`config.mk`:
```
export PLATFORM = sky130hd
export DESIGN_NAME = uart_rx_frame_ctrl
export DESIGN_NICKNAME = d
export VERILOG_FILES = /design/src/rtl/uart_rx_frame_ctrl.sv
export SDC_FILE = /design/constraint.sdc
export NUM_CORES = 1
export LEC_CHECK = 0
export ABC_CLOCK_PERIOD_IN_PS = 2540
export BUFFER_PORTS_ARGS = -buffer_cell sky130_fd_sc_hd__buf_2
export CORE_MARGIN = 10
export CORE_UTILIZATION = 55
export CTS_CLUSTER_SIZE = 40
export DETAILED_ROUTE_END_ITERATION = 8
export HOLD_SLACK_MARGIN = 0.02
export PLACE_DENSITY = 0.73
export SETUP_SLACK_MARGIN = 0.1
export SYNTH_ARGS = -nofsm -noshare
export SYNTH_HDL_FRONTEND = slang
export SYNTH_SLANG_ARGS = --single-unit
```
`constraint.sdc`:
```
create_clock -name clk -period 2.54 [get_ports clk]
set_input_delay 0.508 -clock clk [delete_from_list [all_inputs] [get_ports clk]]
set_output_delay 0.508 -clock clk [all_outputs]
set_load 0.005 [all_outputs]
```
`src/rtl/uart_rx_frame_ctrl.sv`:
```
// UART receive frame sequencer: acks every received byte, assembles [SOF, ADDR, LEN, PAYLOAD, CHK]
// frames, and hands checksum-good frames to the command layer over a valid/ready handshake.
module uart_rx_frame_ctrl #(
    parameter int         MAX_LEN     = 16,
    parameter logic [7:0] SOF         = 8'hA5,
    parameter int         TIMEOUT_CYC = 4160,
    localparam int        LW          = $clog2(MAX_LEN + 1),
    localparam int        IW          = (MAX_LEN > 1) ? $clog2(MAX_LEN) : 1,
    localparam int        TW          = $clog2(TIMEOUT_CYC)
) (
    input  logic          clk,
    input  logic          reset,
    input  logic [7:0]    rx_data,
    input  logic          rx_data_ready,
    input  logic          rx_busy,
    output logic          rst_data_rdy,
    output logic          frm_valid,
    input  logic          frm_ready,
    output logic [7:0]    frm_addr,
    output logic [LW-1:0] frm_len,
    input  logic [LW-1:0] rd_idx,
    output logic [7:0]    rd_byte,
    output logic          err_chk,
    output logic          err_len,
    output logic          err_to,
    output logic          err_ovf
);

    // IDLE: hunt SOF | ADDR/LEN/PAYLOAD/CHK: in frame, timer armed | HOLD: frame offered
    typedef enum logic [2:0] {S_IDLE, S_ADDR, S_LEN, S_PAYLOAD, S_CHK, S_HOLD} state_t;

    state_t          state_q, state_d;
    logic [7:0]      addr_q, addr_d;
    logic [7:0]      sum_q, sum_d;
    logic [LW-1:0]   len_q, len_d;
    logic [LW-1:0]   idx_q, idx_d;
    logic [TW-1:0]   timer_q, timer_d;
    logic            ack_q;
    logic            err_chk_q, err_chk_d;
    logic            err_len_q, err_len_d;
    logic            err_to_q, err_to_d;
    logic            err_ovf_q, err_ovf_d;
    logic            accept;
    logic            in_frame;
    logic            buf_we;
    logic [7:0]      chk_sum;
    logic [7:0]      buf_q [MAX_LEN];

    // DATA_READY is still high during the ack cycle; ignoring it there prevents a double accept
    assign accept   = rx_data_ready && !ack_q;
    assign in_frame = state_q inside {S_ADDR, S_LEN, S_PAYLOAD, S_CHK};
    assign chk_sum  = sum_q + rx_data;

    always_comb begin
        state_d   = state_q;
        addr_d    = addr_q;
        sum_d     = sum_q;
        len_d     = len_q;
        idx_d     = idx_q;
        timer_d   = '0;
        err_chk_d = 1'b0;
        err_len_d = 1'b0;
        err_to_d  = 1'b0;
        err_ovf_d = 1'b0;
        buf_we    = 1'b0;

        if (in_frame && !accept) begin
            if (timer_q == TW'(TIMEOUT_CYC - 1)) begin
                err_to_d = 1'b1;
                state_d  = S_IDLE;
            end else if (!rx_busy) begin
                timer_d = timer_q + TW'(1);
            end else begin
                timer_d = timer_q;
            end
        end

        case (state_q)
            S_IDLE: begin
                if (accept && rx_data == SOF) begin
                    sum_d   = 8'h00;
                    state_d = S_ADDR;
                end
            end
            S_ADDR: begin
                if (accept) begin
                    addr_d  = rx_data;
                    sum_d   = rx_data;
                    state_d = S_LEN;
                end
            end
            S_LEN: begin
                if (accept) begin
                    if (rx_data == 8'h00 || rx_data > 8'(MAX_LEN)) begin
                        err_len_d = 1'b1;
                        state_d   = S_IDLE;
                    end else begin
                        len_d   = rx_data[LW-1:0];
                        idx_d   = '0;
                        sum_d   = chk_sum;
                        state_d = S_PAYLOAD;
                    end
                end
            end
            S_PAYLOAD: begin
                if (accept) begin
                    buf_we = 1'b1;
                    sum_d  = chk_sum;
                    idx_d  = idx_q + LW'(1);
                    if (idx_q == len_q - LW'(1)) begin
                        state_d = S_CHK;
                    end
                end
            end
            S_CHK: begin
                if (accept) begin
                    if (chk_sum == 8'h00) begin
                        state_d = S_HOLD;
                    end else begin
                        err_chk_d = 1'b1;
                        state_d   = S_IDLE;
                    end
                end
            end
            S_HOLD: begin
                // a byte arriving while a frame is held is dropped, even on the release cycle
                if (accept) begin
                    err_ovf_d = 1'b1;
                end
                if (frm_ready) begin
                    state_d = S_IDLE;
                end
            end
            default: state_d = S_IDLE;
        endcase
    end

    always_ff @(posedge clk or posedge reset) begin
        if (reset) begin
            state_q   <= S_IDLE;
            addr_q    <= 8'h00;
            sum_q     <= 8'h00;
            len_q     <= '0;
            idx_q     <= '0;
            timer_q   <= '0;
            ack_q     <= 1'b0;
            err_chk_q <= 1'b0;
            err_len_q <= 1'b0;
            err_to_q  <= 1'b0;
            err_ovf_q <= 1'b0;
        end else begin
            state_q   <= state_d;
            addr_q    <= addr_d;
            sum_q     <= sum_d;
            len_q     <= len_d;
            idx_q     <= idx_d;
            timer_q   <= timer_d;
            ack_q     <= accept;
            err_chk_q <= err_chk_d;
            err_len_q <= err_len_d;
            err_to_q  <= err_to_d;
            err_ovf_q <= err_ovf_d;
        end
    end

    always_ff @(posedge clk) begin
        if (buf_we) begin
            buf_q[idx_q[IW-1:0]] <= rx_data;
        end
    end

    always_comb begin
        rd_byte = 8'h00;
        if (rd_idx < len_q) begin
            rd_byte = buf_q[rd_idx[IW-1:0]];
        end
    end

    assign rst_data_rdy = ack_q;
    assign frm_valid    = (state_q == S_HOLD);
    assign frm_addr     = addr_q;
    assign frm_len      = len_q;
    assign err_chk      = err_chk_q;
    assign err_len      = err_len_q;
    assign err_to       = err_to_q;
    assign err_ovf      = err_ovf_q;

endmodule
```
# ---- Word level (Yosys, flattened, before mapping)
# Memories as Yosys holds them, arrays and structs flattened.
# Cells that the tools add are included.
# W data, S select, Z words.
dict set report classes {
  n_lt_le_gt_ge 2
  n_eq_ne 14
  n_mux 39
  n_addsub 4
  n_reduce_logical 16
  bitwise_logic 1
}
# op count
set ops {}
lappend ops {{$mux W8} 6}
lappend ops {{$mux W13} 3}
lappend ops {{$pmux W8 S4} 1}
lappend ops {{$mux W3} 10}
lappend ops {{$pmux W3 S6} 1}
lappend ops {{$logic_not A8 Y1} 2}
lappend ops {{$mux W5} 3}
lappend ops {{$add A13 B1 Y13 const B} 1}
lappend ops {{$eq A13 B13 Y1 const B} 1}
lappend ops {{$mux W1} 13}
lappend ops {{$ne A2 B2 Y1 const B} 5}
lappend ops {{$pmux W5 S2} 1}
lappend ops {{$add A8 B8 Y8} 1}
lappend ops {{$eq A8 B8 Y1 const B} 1}
lappend ops {{$gt A8 B5 Y1 const B} 1}
lappend ops {{$reduce_bool A4 Y1} 2}
lappend ops {{$eq A3 B2 Y1 const B} 2}
lappend ops {{$eq A3 B3 Y1 const B} 2}
lappend ops {{$reduce_and A6 Y1} 1}
lappend ops {{$add A5 B1 Y5 const B} 1}
lappend ops {{$eq A5 B5 Y1} 1}
lappend ops {{$lt A5 B5 Y1} 1}
lappend ops {{$sub A5 B1 Y5 const B} 1}
lappend ops {{$reduce_and A4 Y1} 1}
lappend ops {{other kinds (11)} 14}
dict set report totals {
  reg_bits 47
  out_inout_bits 27
  n_memories 1
  elab_cells 88
  mem_bits_rw 128
}
# name depth width rd rd_clocked_by_memory_dff write_ports line
set memory_table {}
lappend memory_table {buf_q 16 8 1 0 1 47} ;# logic [7:0] buf_q [MAX_LEN];

# ---- Logic depth before layout (Yosys ltp)
# Gate-level depths: netlist of the first run.
dict set report logic_depth {
  depth_word 8
  depth_mapped 9
}

# ---- Least setup slack after synthesis of the first run
# No wires, ideal clock.
dict set report synth_timing {
  path_type {input port to output port}
  startpoint {input port rd_idx[1]}
  endpoint {output port rd_byte[0]}
  path_stages 5
  arrival_time_ps 1942
  t_required_ps 2032
  path_slack_ps 90
  path_cell_list {clkbuf_1 -> buf_2 -> mux4_2 -> mux4_2 -> nor2b_1}
}
dict set report synth_between {
  elab_chain_len 2
}
# item line
set synth_rtl {}
lappend synth_rtl {{start, declared} 21} ;# input logic [LW-1:0] rd_idx,
lappend synth_rtl {{$mem_v2 Z16 W8 / $lt A5 B5 Y1 (equally long branches)} n/a}
lappend synth_rtl {{$mux W8 *} 174} ;# if (rd_idx < len_q) begin
lappend synth_rtl {{end, declared} 22} ;# output logic [7:0] rd_byte,
# Mark *: on every way between the ends. The rest lies on a longest branch, timed or not.

# ---- Worst setup path in the final report of the first run
dict set report layout_timing {
  startpoint {memory buf_q[8][7]}
  endpoint {output port rd_byte[7]}
}
dict set report layout_between {
  elab_chain_len 2
}
# item line
set layout_rtl {}
lappend layout_rtl {{start, declared} 47}
lappend layout_rtl {{$mem_v2 Z16 W8} n/a}
lappend layout_rtl {{$mux W8} 174}
# No other way between the ends.

==> flow_summary.json, run 1 <==
{
  "end_kind": "primary output",
  "finalSetupTns_ns": -0.473,
  "final.fill_count": 995,
  "clock-sinks": 175,
  "period_needed_ns": 2.64,
  "antenna_found_initial": 0,
  "async_reset_ff_frac": 0.269,
  "status": "finished, violations left",
  "core_um2": 14000,
  "worst_setup_path_start_kind": "register",
  "die_w_um": 140,
  "hpwl_mm": 11.5,
  "violations": "negative setup slack",
  "reg2reg_depth": 8,
  "drt_iter0_drc": 331,
  "clock_skew_ns": 0.00827,
  "p_leak_nw": 3.61,
  "syn-num-nets": 531,
  "rsz0062_at_grt": "true",
  "hold_path.class": "input port to asynchronous set/reset pin",
  "critPathKind": "register to primary output",
  "ant_nets": 0,
  "cts_tree": "done",
  "holdWs_ns": 0.220,
  "r2r-end": "sum_q[6]$_DFFE_PP0P_",
  "ys_seq_elements": 175,
  "vias_per_cell": 5.86,
  "dieArea_um2": 19600,
  "nets": 622,
  "h-tree-depth": 4,
  "grt_use_total": 0.179,
  "drc": 0,
  "cts_root_buf": "clkbuf_16",
  "cp_data_arrival_time_ns": 2.13,
  "area_growth_syn_to_layout_pct": 17.2,
  "maxCapViolCount": 0,
  "netlist_area_um2": 7910,
  "start_util": 0.566,
  "synth_area_leader_cell": "edfxtp_1",
  "maxClockFrequency_ghz": 0.379,
  "globalplace.congestion": 0.861,
  "grt_pass1_wl_mm": 27.0,
  "ys_types": 58,
  "ys_warn_count": 0,
  "yosysSeqAreaShare": 0.634,
  "power_density_nw_per_um2": 667,
  "path_clk_slew_ns": 0.07,
  "hold_viol": 0,
  "dr.pass1.iters": 5,
  "critPathLaunch": "buf_q[8][7]$_DFFE_PP_",
  "grt_pass1_vias": 4771,
  "finalNonFillerCells": 779,
  "io_pins": 45,
  "dp.cells": 743,
  "cts_max_path_buffers": 2,
  "final-max-slew-violation-count": 0,
  "crit_fanout": 1,
  "relSlewSlack": 0.578,
  "layout.area.seq_um2": 5020,
  "synth.top_cell.area_share": 0.486,
  "avgSynthCellArea_um2": 16.0,
  "insertion_delay_ns": 0.43,
  "rows": 43,
  "die_y_um": 140,
  "cp.required_ns": 2.03,
  "synth_area_leaders": "edfxtp_1, dfrtp_1, mux4_1, mux4_2, ha_1",
  "worst_slack_ns": -0.0989,
  "diodes": 0,
  "irDropWorstVdd_v": 0.000413,
  "grt_max_degree": 48,
  "wl_per_cell_um": 22.0,
  "route.vias.total": 4567,
  "finalSetupViolations": 8,
  "portBuffers": 44,
  "tightestPinTransition_ns": 0.630,
  "reg2reg_from": "sum_q[0]$_DFFE_PP0P_",
  "drive_gt1_frac": 0.280,
  "synth_edf_count": 128,
  "r2r_setup_slack_ns": 0.24,
  "grt_remaining_overflow": 0,
  "numCtsBuffers": 17,
  "multiInputGateArea_um2": 2710,
  "syn_inst": 495,
  "synth_flop_cell": "edfxtp_1",
  "routed_wl_mm": 17.1,
  "finalCritPeriodShare": 1.04
}
[cell usage after synthesis (all sizes together), types with 2 or more instances]
master  number
mux4        40
nand2       32
mux2i        2
nand4        5
a21oi        6
nand2b       6
a21o         5
or3          2
o31ai        4
a31oi        3
nor3b        3
and3         2
clkbuf       9
xor2        15
o21ai       13
nand3       10
buf         12
dfrtp       47
nor2        44
inv         14
ha          17
nor2b       12
a22o         6
mux2        14
nor4         7
and4b        2
xnor2       13
o211a        2
nor3         5
edfxtp     128
nor4b        2
[worst max-delay path by stage]
stage	slack, ns	cells past startpoint	to
CTS	-0.14	4	rd_byte[7]
detailed placement	-0.18	6	rd_byte[5]
floorplan	0.11	4	rd_byte[6]
global route	-0.16	8	rd_byte[7]
finish	-0.1	4	rd_byte[7]
global placement	-0.18	6	rd_byte[5]
[cell type report]
class	instances	area share
Clock buffer	18	0.0463
Clock inverter	14	0.0167
Inverter	14	0.00567
Multi-Input combinational cell	285	0.292
Sequential cell	175	0.541
Tap cell	180	0.0243
Timing Repair Buffer	93	0.0733
[cell usage in the layout (no fill, tap or decap), types with 13 or more instances in the layout]
master | netlist | layout
buf_4 | 1 | 42
dfrtp_1 | 47 | 47
nand2_1 | 30 | 30
nor2_1 | 43 | 43
mux4_1 | 24 | 20
clkbuf_16 | 0 | 17
ha_1 | 17 | 16
mux4_2 | 16 | 20
buf_2 | 7 | 43
xor2_1 | 15 | 15
edfxtp_1 | 128 | 128
xnor2_1 | 13 | 13
[metrics by stage]
step | area [um2] | util | worst slack, ns | total power [mW]
global placement | 8610 | 0.615 | -0.176 | 3.64
detailed placement | 8610 | 0.615 | -0.185 | 3.65
global route | 9270 | 0.663 | -0.159 | 6.40
floorplan | 7920 | - | 0.113 | 3.46
finish | 9270 | 0.663 | -0.0989 | 6.18
CTS | 9270 | 0.663 | -0.140 | 6.23
[flip-flops by register name, indices dropped and copies added, names as in the netlist]
signal / cells
err_to: 1
buf_q: 128
timer_q: 13
sum_q: 8
idx_q: 5
rst_data_rdy: 1
frm_len: 5
state_q: 3
err_len: 1
err_chk: 1
frm_addr: 8
err_ovf: 1
[critical path, stage by stage (launching register included)]
cell and delay, ns:
edfxtp_1 0.44, mux4_2 0.51, mux4_2 0.48, nor2b_1 0.14, buf_2 0.13
[kinds of logic (layout without fill, tap and decap cells)]
family / Yosys count / after routing / synth area share
simple gates: 136 / 136 / 0.0881
compound gates: 47 / 47 / 0.0422
flops: 175 / 175 / 0.634
fa+ha+maj: 18 / 18 / 0.0294
mux: 56 / 56 / 0.151
xor+xnor: 28 / 28 / 0.0310
buf+inv: 35 / 139 / 0.0240
[where the power goes]
part           internal [mW]  leakage [nW]  switching [mW]  total, mW
combinational          0.228          1.56           0.257      0.485
clock                   1.46         0.282            1.11       2.57
sequential              3.10          1.77          0.0252       3.12
total                   4.79          3.61            1.39       6.18
[timing repair]
action	4_1_cts	5_1_grt
hold buffers	0	0
setup endpoints to repair	8	8
setup buffers	3	0
gates cloned	1	0
pin swaps	3	0
gates resized for setup	15	1
[routing by layer]
metal | vias up | global-route usage | wire [um] | share of wire
li1 | 2099 | - | - | -
met1 | 2304 | 0.231 | 7220 | 0.42
met3 | 16 | 0.0460 | 987 | 0.058
met2 | 148 | 0.290 | 8710 | 0.51
met4 | 0 | 0.0554 | 205 | 0.012
met5 | - | 0 | 0 | 0
No activity file was read; power rests on OpenSTA's default activity.
==> inputs of run 2 (changes only) <==
--- a/config.mk
+++ b/config.mk
@@ -8,11 +8,11 @@
 export ABC_CLOCK_PERIOD_IN_PS = 2540
 export BUFFER_PORTS_ARGS = -buffer_cell sky130_fd_sc_hd__buf_2
 export CORE_MARGIN = 10
-export CORE_UTILIZATION = 55
+export CORE_UTILIZATION = 23
 export CTS_CLUSTER_SIZE = 40
 export DETAILED_ROUTE_END_ITERATION = 8
 export HOLD_SLACK_MARGIN = 0.02
-export PLACE_DENSITY = 0.73
+export REMOVE_ABC_BUFFERS = 1
 export SETUP_SLACK_MARGIN = 0.1
 export SYNTH_ARGS = -nofsm -noshare
 export SYNTH_HDL_FRONTEND = slang
==> run 2 against run 1 <==
The run still ends with negative setup slack left. Critical path depth is the same. Die area grew 120%. Total power grew 3.0%. Final area grew 5.5%. Register-to-register slack gained 0.08 ns. First-iteration DRC count shrank 4.5%. Combinational power grew 5.4%. Sequential share of layout area shrank 2.8 points. Routed wire length grew 16%. Maximum frequency grew 1.1%. Critical endpoint is now rd_byte[1].
==> flow_summary.json, run 2 (synthesis gave the netlist of run 1 again) <==
{
  "wl_met3_mm": 1.31,
  "worst_slack_ns": -0.0691,
  "layout.cells.most_common": "edfxtp_1",
  "dp.cells": 1017,
  "dr.pass1.iters": 4,
  "portBuffers": 44,
  "layout_common_cells": "edfxtp_1, dfrtp_1, buf_4",
  "irDropWorstVdd_v": 0.000407,
  "multiInputGateArea_um2": 2730,
  "hold_path.class": "input port to asynchronous set/reset pin",
  "grt_use_total": 0.0969,
  "cts_root_buf": "clkbuf_16",
  "core_um2": 33700,
  "drt_iter0_drc": 316,
  "highest_layer": "met5",
  "p_leak_nw": 3.68,
  "h-tree-depth": 4,
  "final.fill_count": 3407,
  "ant_nets": 0,
  "routed_wl_mm": 19.9,
  "drive_gt1_frac": 0.293,
  "insertion_delay_ns": 0.44,
  "cp_data_arrival_time_ns": 2.10,
  "vias_per_cell": 4.35,
  "hpwl_mm": 13.4,
  "cts_max_path_buffers": 2,
  "grt_remaining_overflow": 0,
  "cpPeakStageDelay_ns": 0.51,
  "tightestPinTransition_ns": 0.548,
  "clock_skew_ns": 0.0145,
  "maxCapViolCount": 0,
  "clock-sinks": 175,
  "rsz0062_at_grt": "true",
  "end_kind": "primary output",
  "hold_viol": 0,
  "final-max-slew-violation-count": 0,
  "cp_slowest_cell": "mux4_2",
  "crit_buf_inv": 1,
  "crit_fanout": 1,
  "relSlewSlack": 0.634,
  "layout.area.seq_um2": 5020,
  "wl_met1_mm": 8.77,
  "crit_family": "multiplexers",
  "start_util": 0.235,
  "total_power_mw": 6.37,
  "post-route-util": 0.290,
  "finalSetupViolations": 8,
  "period_needed_ns": 2.61,
  "cpMostUsedCell": "mux4_2",
  "drc": 0,
  "worstPathCellList": "mux4_2 -> mux4_2 -> nor2b_1 -> buf_2",
  "nets": 628,
  "area_growth_syn_to_layout_pct": 23.7,
  "io_pins": 45,
  "met2_length_mm": 9.53,
  "globalplace.congestion": 0.754,
  "cts_tree": "done",
  "wl_per_cell_um": 18.9,
  "maxClockFrequency_ghz": 0.383,
  "finalCritPeriodShare": 1.03,
  "cp.required_ns": 2.03,
  "numCtsBuffers": 17,
  "worst_setup_path_start_kind": "register",
  "power_density_nw_per_um2": 651,
  "grt_pass1_wl_mm": 30.2,
  "grt_pass1_vias": 4746,
  "grt_max_degree": 23,
  "path_clk_slew_ns": 0.08,
  "rows": 67,
  "critPathKind": "register to primary output",
  "violations": "negative setup slack",
  "antenna_found_initial": 3,
  "finalNonFillerCells": 1054,
  "dieArea_um2": 42200,
  "die_y_um": 205,
  "status": "finished, violations left",
  "die_w_um": 205,
  "largest_reg_flops": 128,
  "finalSetupTns_ns": -0.404,
  "route.vias.total": 4588,
  "holdBufCountCts": 0
}
run 2: metrics by stage:
step / hold slack [ns] / area (um2) / setup WS (ns)
2_1_floorplan: 0.473 / 7780 / 0.196
3_3_place_gp: 0.466 / 9030 / -0.171
3_5_place_dp: 0.479 / 9030 / -0.184
4_1_cts: 0.138 / 9770 / -0.104
5_1_grt: 0.166 / 9780 / -0.151
6_report: 0.126 / 9790 / -0.0691
run 2: worst register-to-register path: cells and delay by family, from the launching register on:
family / cells / cell delay, ns
AO/OA/AOI/OAI: 2 / 0.29
adder cells (fa/ha/maj): 2 / 0.57
buffers and inverters: 2 / 0.22
flip-flops: 1 / 0.36
AND/OR/NAND/NOR: 4 / 0.66
run 2: what timing repair did:
item                       in CTS  in global routing
resized for setup              14                  5
gates cloned                    2                  0
pin swaps                       5                  0
buffers inserted                2                  0
setup endpoints to repair       8                 11
run 2: where the power goes:
group | switching [mW] | internal (mW) | total [mW]
Combinational | 0.273 | 0.238 | 0.511
Sequential | 0.0285 | 3.09 | 3.12
Clock | 1.36 | 1.38 | 2.74
Total | 1.66 | 4.71 | 6.37
run 2: cell type report:
type                            count  share of cell area
Tap cell                          448              0.0573
Sequential cell                   175               0.513
Inverter                           14             0.00537
Clock buffer                       17              0.0435
Antenna cell                        1            0.000256
Timing Repair Buffer               99              0.0800
Clock inverter                     15              0.0215
Multi-Input combinational cell    285               0.279
run 2: final timing paths:
kind                            depth (start not counted)               startpoint  slack [ns]                       to
worst max-delay path                                    4   buf_q[13][1]$_DFFE_PP_       -0.07               rd_byte[1]
worst min-delay path                                    2                    reset        0.13  frm_addr[3]$_DFFE_PP0P_
worst max register to register                         10     sum_q[0]$_DFFE_PP0P_        0.32     state_q[0]$_DFF_PP0_
worst min register to register                          2  frm_addr[1]$_DFFE_PP0P_        0.49  frm_addr[1]$_DFFE_PP0P_
max in group asynchronous                               3                    reset        1.89   frm_len[2]$_DFFE_PP0P_
min in group clk                                        2               rx_data[6]        0.40  frm_addr[6]$_DFFE_PP0P_
run 2: layer usage:
layer	vias up	global-route usage
li1	2115	-
met1	2337	0.121
met2	112	0.157
met3	20	0.0297
met4	4	0.0307
met5	-	0
==> inputs of run 3 (changes only) <==
--- a/config.mk
+++ b/config.mk
@@ -5,7 +5,7 @@
 export SDC_FILE = /design/constraint.sdc
 export NUM_CORES = 1
 export LEC_CHECK = 0
-export ABC_CLOCK_PERIOD_IN_PS = 2540
+export ABC_CLOCK_PERIOD_IN_PS = 3300
 export BUFFER_PORTS_ARGS = -buffer_cell sky130_fd_sc_hd__buf_2
 export CORE_MARGIN = 10
 export CORE_UTILIZATION = 23
==> constraint.sdc (replaced) <==
create_clock -name clk -period 3.3 [get_ports clk]
set_input_delay 0.66 -clock clk [delete_from_list [all_inputs] [get_ports clk]]
set_output_delay 0.66 -clock clk [all_outputs]
set_load 0.005 [all_outputs]
==> run 3 against run 2 <==
The run now ends clean. Clock-buffer cell count unchanged. Clock power is 25% lower. Critical path depth rose by 2. Sequential power shrank 23%. Sequential share of layout area grew 1.8 points. Via count decreased by 1.5%. Setup slack gained 0.32 ns. Core utilization fell by 1.0 points. Hold slack improved by 0.16 ns. Non-clock buffer count decreased by 23. Final area decreased by 3.5%. Critical endpoint is now rd_byte[6].
==> flow_summary.json, run 3 (synthesis gave the netlist of run 1 again) <==
{
  "status": "finished clean",
  "total_power_mw": 4.81,
  "crit_family": "multiplexers",
  "cp.required_ns": 2.64,
  "globalplace.congestion": 0.729,
  "final-max-slew-violation-count": 0,
  "portBuffers": 44,
  "h-tree-depth": 4,
  "hpwl_mm": 12.7,
  "hold_viol": 0,
  "dieArea_um2": 42200,
  "wl_per_cell_um": 18.6,
  "numCtsBuffers": 17,
  "holdBufCountCts": 0,
  "core_um2": 33700,
  "path_clk_slew_ns": 0.08,
  "cts_resized": 0,
  "die_y_um": 205,
  "cp_slowest_cell": "mux4_1",
  "grt_remaining_overflow": 0,
  "critPathKind": "input port to primary output",
  "postCtsSetupBuffers": 0,
  "finalSetupViolations": 0,
  "cts_root_buf": "clkbuf_16",
  "maxCapViolCount": 0,
  "cts_tree": "done",
  "maxClockFrequency_ghz": 0.328,
  "relSlewSlack": 0.585,
  "worst_slack_ns": 0.248,
  "crit_buf_inv": 3,
  "cpMostUsedCell": "buf_2",
  "io_pins": 45,
  "insertion_delay_ns": 0.45,
  "drive_gt1_frac": 0.247,
  "grt_use_total": 0.0935,
  "end_kind": "primary output",
  "hold_path.class": "input port to asynchronous set/reset pin",
  "grt_pass1_wl_mm": 29.3,
  "largest_reg_flops": 128,
  "area_growth_syn_to_layout_pct": 19.3,
  "drt_iter0_drc": 270,
  "power_density_nw_per_um2": 509,
  "vias_per_cell": 4.39,
  "layout.cells.most_common": "edfxtp_1",
  "grt_pass1_vias": 4653,
  "tightestPinTransition_ns": 0.621,
  "diodes": 0,
  "final.fill_count": 3399,
  "pre_cts_slack_ns": 0.233,
  "antenna_found_initial": 0,
  "nets": 605,
  "ant_nets": 0,
  "p_leak_nw": 3.54,
  "clock-sinks": 175,
  "layout_common_cells": "edfxtp_1, dfrtp_1, buf_2",
  "worst_setup_path_start_kind": "input port",
  "start_util": 0.235,
  "crit_fanout": 15,
  "irDropWorstVdd_v": 0.000348,
  "cts_max_path_buffers": 2,
  "period_needed_ns": 3.05,
  "finalSetupTns_ns": 0,
  "clock_skew_ns": 0.0215,
  "drc": 0,
  "cp_data_arrival_time_ns": 2.39,
  "worstPathCellList": "buf_2 -> buf_12 -> mux4_1 -> mux4_2 -> nor2b_1 -> buf_2",
  "rsz0062_at_grt": "false",
  "grt_max_degree": 30,
  "die_w_um": 205,
  "route.vias.total": 4521,
  "finalCritPeriodShare": 0.925,
  "cpPeakStageDelay_ns": 0.58,
  "routed_wl_mm": 19.2,
  "rows": 67,
  "dr.pass1.iters": 4
}
## run 3: cell types whose count changed in the layout (fill, tap and decap cells not counted), moves of 2 or more
cell      delta
buf_4       -15
buf_12       -5
clkinv_4     +3
buf_16       -2
buf_6        -2
inv_1        +2
inv_12       -2
inv_2        -2
mux4_1       +2
mux4_2       -2
## run 3: metal layers
| layer | vias up | global-route usage | wire length (um) |
|---|---|---|---|
| met1 | 2337 | 0.125 | 8950 |
| met5 | - | 0 | 0 |
| met4 | 0 | 0.0284 | 218 |
| met2 | 103 | 0.147 | 9200 |
| li1 | 2069 | - | - |
| met3 | 12 | 0.0228 | 819 |
## run 3: cell type report
class,instances,area [um2],share of cell area
clock buffer,17,425,0.0450
clock inverter,15,184,0.0195
inverter,14,52.6,0.00556
multi-input combinational,285,2700,0.286
sequential,175,5020,0.532
tap,448,561,0.0594
timing repair buffer,76,498,0.0527
## run 3: report_power, final
part / switching, mW / leakage, nW / total (mW) / internal [mW]
Sequential: 0.0206 / 1.77 / 2.40 / 2.38
Clock: 1.02 / 0.295 / 2.05 / 1.03
Combinational: 0.201 / 1.48 / 0.357 / 0.156
## run 3: worst paths after layout
path,start,to,slack (ns),depth (start not counted)
max,rd_idx[0],rd_byte[6],0.25,6
max reg2reg,sum_q[0]$_DFFE_PP0P_,sum_q[6]$_DFFE_PP0P_,0.93,8
min reg2reg,frm_addr[6]$_DFFE_PP0P_,frm_addr[6]$_DFFE_PP0P_,0.50,1
max in group asynchronous,reset,timer_q[1]$_DFFE_PP0P_,2.26,3
min,reset,frm_addr[6]$_DFFE_PP0P_,0.28,2
min in group clk,frm_addr[6]$_DFFE_PP0P_,frm_addr[6]$_DFFE_PP0P_,0.50,1
## run 3: metrics by stage
stage                util  instance area (um2)  hold WS [ns]  cells
finish              0.280                 9440         0.281   1030
global placement    0.262                 8830         0.469    998
global route        0.280                 9440         0.330   1030
floorplan               -                 7780         0.473    474
CTS                 0.280                 9440         0.295   1030
detailed placement  0.262                 8830         0.477    998
